**src/rtl/xadc_pkg.sv**
```systemverilog
// Shared types and constants for the XADC DRP arbiter.
// The state enum, DRP widths, XADC register addresses and the helpers that
// pull one requester's field out of a packed two-port bus.
package xadc_pkg;

  typedef enum logic [1:0] {
    ST_IDLE = 2'd0,
    ST_WAIT = 2'd1,
    ST_RESP = 2'd2
  } state_t;

  localparam int ADDR_W = 7;
  localparam int DATA_W = 16;

  // XADC register addresses
  localparam logic [ADDR_W-1:0] AUX0 = 7'h10;
  localparam logic [ADDR_W-1:0] AUX1 = 7'h11;
  localparam logic [ADDR_W-1:0] AUX2 = 7'h12;
  localparam logic [ADDR_W-1:0] AUX3 = 7'h13;
  localparam logic [ADDR_W-1:0] CFG0 = 7'h40;
  localparam logic [ADDR_W-1:0] CFG1 = 7'h41;
  localparam logic [ADDR_W-1:0] CFG2 = 7'h42;

  // Select the address of requester idx from {addr1, addr0}
  function automatic logic [ADDR_W-1:0] sel_addr(input logic [2*ADDR_W-1:0] a,
                                                 input logic idx);
    return idx ? a[2*ADDR_W-1:ADDR_W] : a[ADDR_W-1:0];
  endfunction

  // Select the write data of requester idx from {wdata1, wdata0}
  function automatic logic [DATA_W-1:0] sel_data(input logic [2*DATA_W-1:0] d,
                                                 input logic idx);
    return idx ? d[2*DATA_W-1:DATA_W] : d[DATA_W-1:0];
  endfunction

endpackage

```
**src/rtl/xadc_drp_arbiter_rr.sv**
```systemverilog
// Two-port round-robin grant: when both ports want the bus the pointer picks
// the winner, otherwise the single requester wins. Grant is one-hot or zero.
module xadc_rr_arb (
  input  logic [1:0] pending_i,
  input  logic       ptr_i,
  output logic [1:0] grant_o
);

  // Pointer only matters on a tie
  always_comb begin
    grant_o = pending_i;
    if (pending_i == 2'b11) begin
      grant_o = ptr_i ? 2'b10 : 2'b01;
    end
  end

endmodule

```
**src/rtl/xadc_drp_arbiter.sv**
```systemverilog
// XADC DRP arbiter: shares one DRP master port between a config writer
// (port 0) and a channel poller (port 1), one transaction at a time.
// Optional feature: define XADC_DRP_TIMEOUT_EN to bound the DRDY wait to
// TIMEOUT_CYCLES and report an expired wait on err.
//
// Handshake: req[i] is a one-cycle strobe that parks a request in pending[i];
// we/addr/wdata for that port stay stable until ack[i], a one-cycle pulse
// that also qualifies rdata (and err). A strobe on an already pending port
// is dropped.
module xadc_drp_arbiter
  import xadc_pkg::*;
#(
  parameter int TIMEOUT_CYCLES = 255
) (
  input  logic                clk,
  input  logic                rst,
  input  logic [1:0]          req,
  input  logic [1:0]          we,
  input  logic [2*ADDR_W-1:0] addr,
  input  logic [2*DATA_W-1:0] wdata,
  output logic [1:0]          ack,
  output logic [DATA_W-1:0]   rdata,
  output logic [1:0]          err,
  output logic [ADDR_W-1:0]   DADDR,
  output logic                DEN,
  output logic [DATA_W-1:0]   DI,
  output logic                DWE,
  input  logic [DATA_W-1:0]   DO,
  input  logic                DRDY,
  input  logic                BUSY,
  output state_t              state_o
);

  state_t              state_q, state_d;
  logic [1:0]          pending_q, pending_d;
  logic                rr_q;
  logic [1:0]          grant_q;
  logic                wr_q;
  logic                den_q, dwe_q;
  logic [ADDR_W-1:0]   daddr_q;
  logic [DATA_W-1:0]   di_q, rdata_q;

  logic [1:0]          req_eff, grant;
  logic                gidx, start, drdy_hit, tmo_hit;

  // A fresh strobe competes in the same cycle it arrives
  assign req_eff  = pending_q | req;
  assign gidx     = grant[1];
  assign start    = (state_q == ST_IDLE) && !BUSY && (req_eff != 2'b00);
  assign drdy_hit = (state_q == ST_WAIT) && DRDY;

  xadc_rr_arb u_arb (
    .pending_i (req_eff),
    .ptr_i     (rr_q),
    .grant_o   (grant)
  );

`ifdef XADC_DRP_TIMEOUT_EN
  localparam logic [7:0] TMO_LAST = 8'(TIMEOUT_CYCLES - 1);
  logic [7:0] cnt_q;
  logic       tmo_q;

  assign tmo_hit = (state_q == ST_WAIT) && !DRDY && (cnt_q == TMO_LAST);

  // Wait-cycle counter, zero whenever not in WAIT; tmo_q marks a timed-out RESP
  always_ff @(posedge clk) begin
    if (rst) begin
      cnt_q <= '0;
      tmo_q <= 1'b0;
    end else begin
      cnt_q <= (state_q == ST_WAIT) ? cnt_q + 8'd1 : 8'd0;
      if (drdy_hit || tmo_hit) tmo_q <= tmo_hit;
    end
  end
`else
  assign tmo_hit = 1'b0;
`endif

  // Dropped strobes leave pending untouched; ack clears the served port
  assign pending_d = (pending_q & ~ack) | (req & ~pending_q);

  // State register
  always_ff @(posedge clk) begin
    if (rst) state_q <= ST_IDLE;
    else     state_q <= state_d;
  end

  // Next-state logic
  always_comb begin
    state_d = state_q;
    unique case (state_q)
      ST_IDLE: if (start) state_d = ST_WAIT;
      ST_WAIT: if (drdy_hit || tmo_hit) state_d = ST_RESP;
      ST_RESP: state_d = ST_IDLE;
      default: state_d = ST_IDLE;
    endcase
  end

  // Datapath: grant latch, DRP strobe/address/data, read-data capture
  always_ff @(posedge clk) begin
    if (rst) begin
      pending_q <= 2'b00;
      rr_q      <= 1'b0;
      grant_q   <= 2'b00;
      wr_q      <= 1'b0;
      den_q     <= 1'b0;
      dwe_q     <= 1'b0;
      daddr_q   <= '0;
      di_q      <= '0;
      rdata_q   <= '0;
    end else begin
      pending_q <= pending_d;
      den_q     <= start;
      dwe_q     <= start & we[gidx];
      if (start) begin
        grant_q <= grant;
        rr_q    <= ~gidx;
        wr_q    <= we[gidx];
        daddr_q <= sel_addr(addr, gidx);
        di_q    <= sel_data(wdata, gidx);
      end
      if (drdy_hit)     rdata_q <= wr_q ? '0 : DO;
      else if (tmo_hit) rdata_q <= '0;
    end
  end

  // Outputs: ack/err pulse in RESP only, DRP drive straight from registers
  always_comb begin
    ack     = (state_q == ST_RESP) ? grant_q : 2'b00;
`ifdef XADC_DRP_TIMEOUT_EN
    err     = (state_q == ST_RESP && tmo_q) ? grant_q : 2'b00;
`else
    err     = 2'b00;
`endif
    rdata   = rdata_q;
    DEN     = den_q;
    DWE     = dwe_q;
    DADDR   = daddr_q;
    DI      = di_q;
    state_o = state_q;
  end

endmodule

```
**config.mk**
```make
export PLATFORM = sky130hd
export DESIGN_NAME = xadc_drp_arbiter
export DESIGN_NICKNAME = d
export VERILOG_FILES = /design/src/rtl/xadc_pkg.sv /design/src/rtl/xadc_drp_arbiter_rr.sv /design/src/rtl/xadc_drp_arbiter.sv
export SDC_FILE = /design/constraint.sdc
export NUM_CORES = 1
export LEC_CHECK = 0
export CORE_ASPECT_RATIO = 0.5
export CORE_MARGIN = 8
export CORE_UTILIZATION = 36
export DETAILED_ROUTE_END_ITERATION = 7
export PLACE_DENSITY = 0.9
export SLEW_MARGIN = 40
export SYNTH_ARGS = -nofsm -noshare
export SYNTH_HDL_FRONTEND = slang
export SYNTH_SLANG_ARGS = --single-unit
export TNS_END_PERCENT = 20
```
**constraint.sdc**
```tcl
create_clock -name clk -period 2.2 [get_ports clk]
set_clock_uncertainty 0.05 [all_clocks]
set_input_delay 0.22 -clock clk [delete_from_list [all_inputs] [get_ports clk]]
set_output_delay 0.22 -clock clk [all_outputs]
set_load 0.02 [all_outputs]
```
# --- After elaboration in Yosys (flattened, before gate mapping) ---
# Cells that the tools add are included.
classes:
  bitwise_logic: 8
  n_eq_ne: 5
  reduce_logical: 7
  n_mux: 11
  order_cmp: 1
ops:
  columns: ["operator", "n"]
  rows:
  - ["16-bit 2-to-1 mux", 2]
  - ["2-bit 2-to-1 mux", 5]
  - ["7-bit 2-to-1 mux", 1]
  - ["2-bit AND", 2]
  - ["2-bit == test (second input constant)", 2]
  - ["2-bit inequality test (second input constant)", 2]
  - ["2-bit NOT", 2]
  - ["2-bit bitwise OR", 2]
  - ["2-bit one-hot mux with 2 select lines", 1]
  - ["1-bit logical AND", 3]
  - ["2-bit by 1-bit == test with 1-bit output (second input constant)", 1]
  - ["2-bit logical NOT", 1]
  - ["1-bit by 2-bit less-than comparator with 1-bit output (second input constant)", 1]
  - ["1-bit 2-to-1 mux", 2]
  - ["2-bit AND reduction", 1]
  - ["2-bit nonzero test", 1]
  - ["1-bit AND", 1]
  - ["1-bit logical NOT", 1]
  - ["1-bit NOT", 1]
totals:
  output_inout_bits: 47
  wordCells: 42
  ff_bits: 49

# --- Longest topological paths before layout ---
logic_depth:
  word_depth: 6
  mapped_depth: 6
  mapped_depth_nobuf: 4

# --- By module ---
# From an unflattened synthesis, not the netlist that was laid out.
unflattened:
  cells_unflattened: 192
  area_unflattened_um2: 2073.2
modules_own_cells:
  columns: ["mod", "instances", "cells_per_inst", "area_each_um2", "seq_area_each_um2"]
  rows:
  - ["xadc_drp_arbiter", 1, 189, 2054.5, 980.9]
  - ["xadc_rr_arb", 1, 3, 18.8, 0.0]

# --- Worst setup path after synthesis ---
# No wires, ideal clock.
synth_timing:
  path_type: "register to register"
  from: "register state_q[0], in the netlist state_o[0]"
  to: "register daddr_q[2], in the netlist DADDR[2]"
  arrival_time_ns: 1.522
  setup_slack_ns: 0.496
  n_path_buf: 2
  required_ns: 2.018
  stages_incl_launch_ff: 7
  path_cell_list: "dfxtp_1 -> or3_4 -> a21o_1 -> buf_6 -> buf_6 -> a22oi_2 -> a21oi_1"
synth_between:
  elab_chain_len: 3
synth_rtl:
  columns: ["element", "line_no", "rtl"]
  rows:
  - ["start, declared", "xadc_drp_arbiter.sv:34", "state_t state_q, state_d;"]
  - ["start signal, assigned", "xadc_drp_arbiter.sv:85", "else state_q <= state_d;"]
  - ["2-bit logical NOT", "xadc_drp_arbiter.sv:49", "assign start = (state_q == ST_IDLE) && !BUSY && (req_eff != 2'b00);"]
  - ["1-bit logical AND (2 in series)", "xadc_drp_arbiter.sv:49", null]
  - ["end signal, assigned", "xadc_drp_arbiter.sv:119", "daddr_q <= sel_addr(addr, gidx);"]
  - ["end, declared", "xadc_drp_arbiter.sv:40", "logic [ADDR_W-1:0] daddr_q;"]
# Every way passes these cells.
# A chain may end at the register's enable or synchronous reset.

# --- Worst setup path after layout ---
layout_timing:
  from: "register state_q[1], in the netlist state_o[1]"
  to: "output ack[0]"
layout_between:
  elab_chain_len: 2
layout_rtl:
  columns: ["element", "line_no", "rtl"]
  rows:
  - ["2-bit == test", "xadc_drp_arbiter.sv:129", "ack = (state_q == ST_RESP) ? grant_q : 2'b00;"]
  - ["2-bit 2-to-1 mux", "xadc_drp_arbiter.sv:129", null]
  - ["end, declared", "xadc_drp_arbiter.sv:21", "output logic [1:0] ack,"]
# Every way passes these cells.

==> flow_metrics.tcl <==
set metrics [dict create \
    drv_cap 0 \
    h-tree-depth 2 \
    crit_required_ns 1.93 \
    drive_gt1_share_pct 9.06 \
    coreArea_um2 4950 \
    seqCellArea_um2 981 \
    synth_top_area_share_pct 52.8 \
    detail_route.vias_per_cell 5.01 \
    yosysWarnings 0 \
    post-route-period-util_pct 95.8 \
    nFillCells 387 \
    clock.fmax_mhz 475 \
    clockBufferDepth 2 \
    hp-class "input port to flop" \
    period_minus_slack_ns 2.11 \
    crit_type "flop to output port" \
    track_usage_pct 15.8 \
    crit_path_end_kind "output port" \
    ys.flop_type "dfxtp_1" \
    drt_pass1_iterations 4 \
    yosys.area_share.simple_pct 10.8 \
    drt-total-wl_um 6570 \
    synth_async_sr_flop_share_pct 0 \
    drt-initial-drc-count 100 \
    avgSynthCellArea_um2 10.2 \
    multi_input_area_um2 774 \
    cts_made_buffers 5 \
    p_int_mw 1.44 \
    setup_violations 0 \
    areaGrowthSynthToFinish_pct 69.0 \
    synth_compound_area_share_pct 29.7 \
    wl_per_cell_um 17.9 \
    clock_latency_ns 0.30 \
    cts_tree "built" \
    clockRootBuffer "clkbuf_8" \
    place_hpwl_um 5020 \
    final_area_um2 3140 \
    start_util_pct 37.5 \
    io_buffers 114 \
    p_comb_share_pct 25.0 \
    die_x_um 118 \
    sw_frac_of_total_pct 27.7 \
    cts_setup_buffers 0 \
    antenna_found_initial 0 \
    max_slew_margin_pct 66.5 \
    holdCritStartpoint "wdata[29]" \
    power.clock.fraction_pct 25.6 \
    power_mw 1.99 \
    fp.dieH_um 66.8 \
    leakagePower_nw 1.12 \
    cts_sinks 49 \
    cp_slowest_cell "clkdlybuf4s50_1" \
    drc 0 \
    muxShareOfSynthArea_pct 0 \
    yosys-top-cells-count "dfxtp_1 (49), a21oi_1 (26), nand2_1 (23), a22oi_1 (17), a22o_1 (16)" \
    critPathMaxFanout 5 \
    start_kind "flop" \
    gr-total-overflow 0 \
    path_cells "inv_1, nor3_1, clkdlybuf4s50_1" \
    ir_worst_vdd_mv 0.294 \
    place.gp.congestion 0.737 \
    synthTopCellsByArea "dfxtp_1 (53%), a22o_1 (7.5%), a21oi_1 (7.0%)" \
    grt_pass1_vias 1967 \
    synth_top_cell_by_area "dfxtp_1" \
    grt_pass1_wl_um 10000 \
    synth.distinct_cells 26 \
    synth_top_family_by_area "compound AO/OA/AOI/OAI gates" \
    post_cts_resized 0 \
    ios 117 \
    crit_path_start "state_o[1]" \
    drv_slew 0 \
    nets 367 \
    synth-seq-cells 49 \
    fin_setup_tns_ns 0 \
    power_density_nw_per_um2 632 \
    utilization_pct 63.4 \
    holdWs_ns 0.411 \
    dpl.cell_count 360 \
    slowest_delay_ns 0.69 \
    switching_power_uw 550 \
    dp_slack_ns 0.234 \
    synthCells 183 \
    yosys.area_share.xor_xnor_pct 0 \
    yosysSeqAreaShare_pct 52.8 \
    seqPwrFrac_pct 49.4 \
    clk_pin_slew_worst_paths_ns 0.09 \
    final_cells 368 \
    synth_fa_ha_area_share_pct 0 \
    antenna_cells 0 \
    rsz0062_at_grt "no" \
    cp.arrival_ns 1.84 \
    die_area_um2 7860 \
    fin_ws_ns 0.0929 \
    worst_slew_pin_slew_ns 0.502 \
    syn_area_um2 1860 \
    yosysMostFrequentCell "dfxtp_1" \
    vias 1844 \
    rows 18 \
    synth_edf_count 0 \
    place_area_um2 3050 \
    grt_start_max_net_pins 36 \
    hold_buffers 0 \
    status "finished, final reports clean" \
    final_antenna_net_count 0 \
    hold_violations 0 \
    worstReg2RegStart "state_o[0]" \
]
==> flip-flops by register name, summed over array words and instances (netlist names) <==
name and flops:
DEN 1, DWE 1, wr_q 1, DADDR 7, pending_q 2, DI 16, grant_q 2, rr_q 1
rdata 16, state_o 2
==> worst max-delay path, delay by kind of cell, from the launching register on <==
kind,cells,cell delay (ns)
flops,1,0.38
simple gates,1,0.33
buf+inv,2,0.82
==> routing by layer <==
metal | track usage (%) | wire length [um] | up-vias
li1 | - | - | 888
met1 | 15.4 | 2480 | 900
met2 | 32.9 | 3780 | 43
met3 | 2.95 | 175 | 13
met4 | 6.79 | 133 | 0
met5 | 0 | 0 | -
==> cell usage in the layout (no fill, tap or decap) <==
cell type and instances:
a31oi_4 1, clkinv_2 2, a22oi_2 7, clkbuf_1 1, o31ai_1 1, nand2_1 23
clkbuf_8 5, a22o_1 16, a21oi_1 26, nor3_4 2, or3_4 1, o21ba_2 1
conb_1 2, a22oi_1 17, nand3_1 2, o21a_1 1, inv_1 3, nor3b_1 1
clkdlybuf4s50_1 114, a211oi_1 2, dfxtp_1 49, nor2_1 8, buf_4 6, a211oi_2 1
nor3_1 3, a21o_1 1, nand3b_1 1, buf_12 1
==> cells by family (layout without fill, tap and decap cells) <==
group | count (synthesis) | in the layout
and+or+nand+nor | 41 | 41
other | 1 | 2
DFF | 49 | 49
buffers and inverters | 18 | 132
AOI/OAI and AO/OA | 74 | 74
==> final cells by class <==
class                   instances  share of cell area, %
flip-flops and latches         49                   31.2
well taps                      70                   2.79
inverters                       3                  0.358
multi-input cells             117                   24.6
clock buffers                   6                   2.31
clock inverters                 2                  0.318
repair buffers                121                   38.4
==> power groups by stage <==
stage               Sequential (mW)  Clock, mW  Combinational, mW
floorplan                      1.06          0              0.175
global placement              0.996          0              0.480
detailed placement             1.00          0              0.495
CTS                           0.981      0.516              0.498
global route                  0.989      0.555              0.529
finish                        0.982      0.509              0.496
==> worst paths after layout <==
kind	end	slack, ns	depth (start not counted)
min	DI[13]	0.41	3
min reg2reg	grant_q[1]	0.44	2
max	ack[0]	0.09	3
max reg2reg	DI[9]	0.36	5
(Power assumes the default switching activity.)
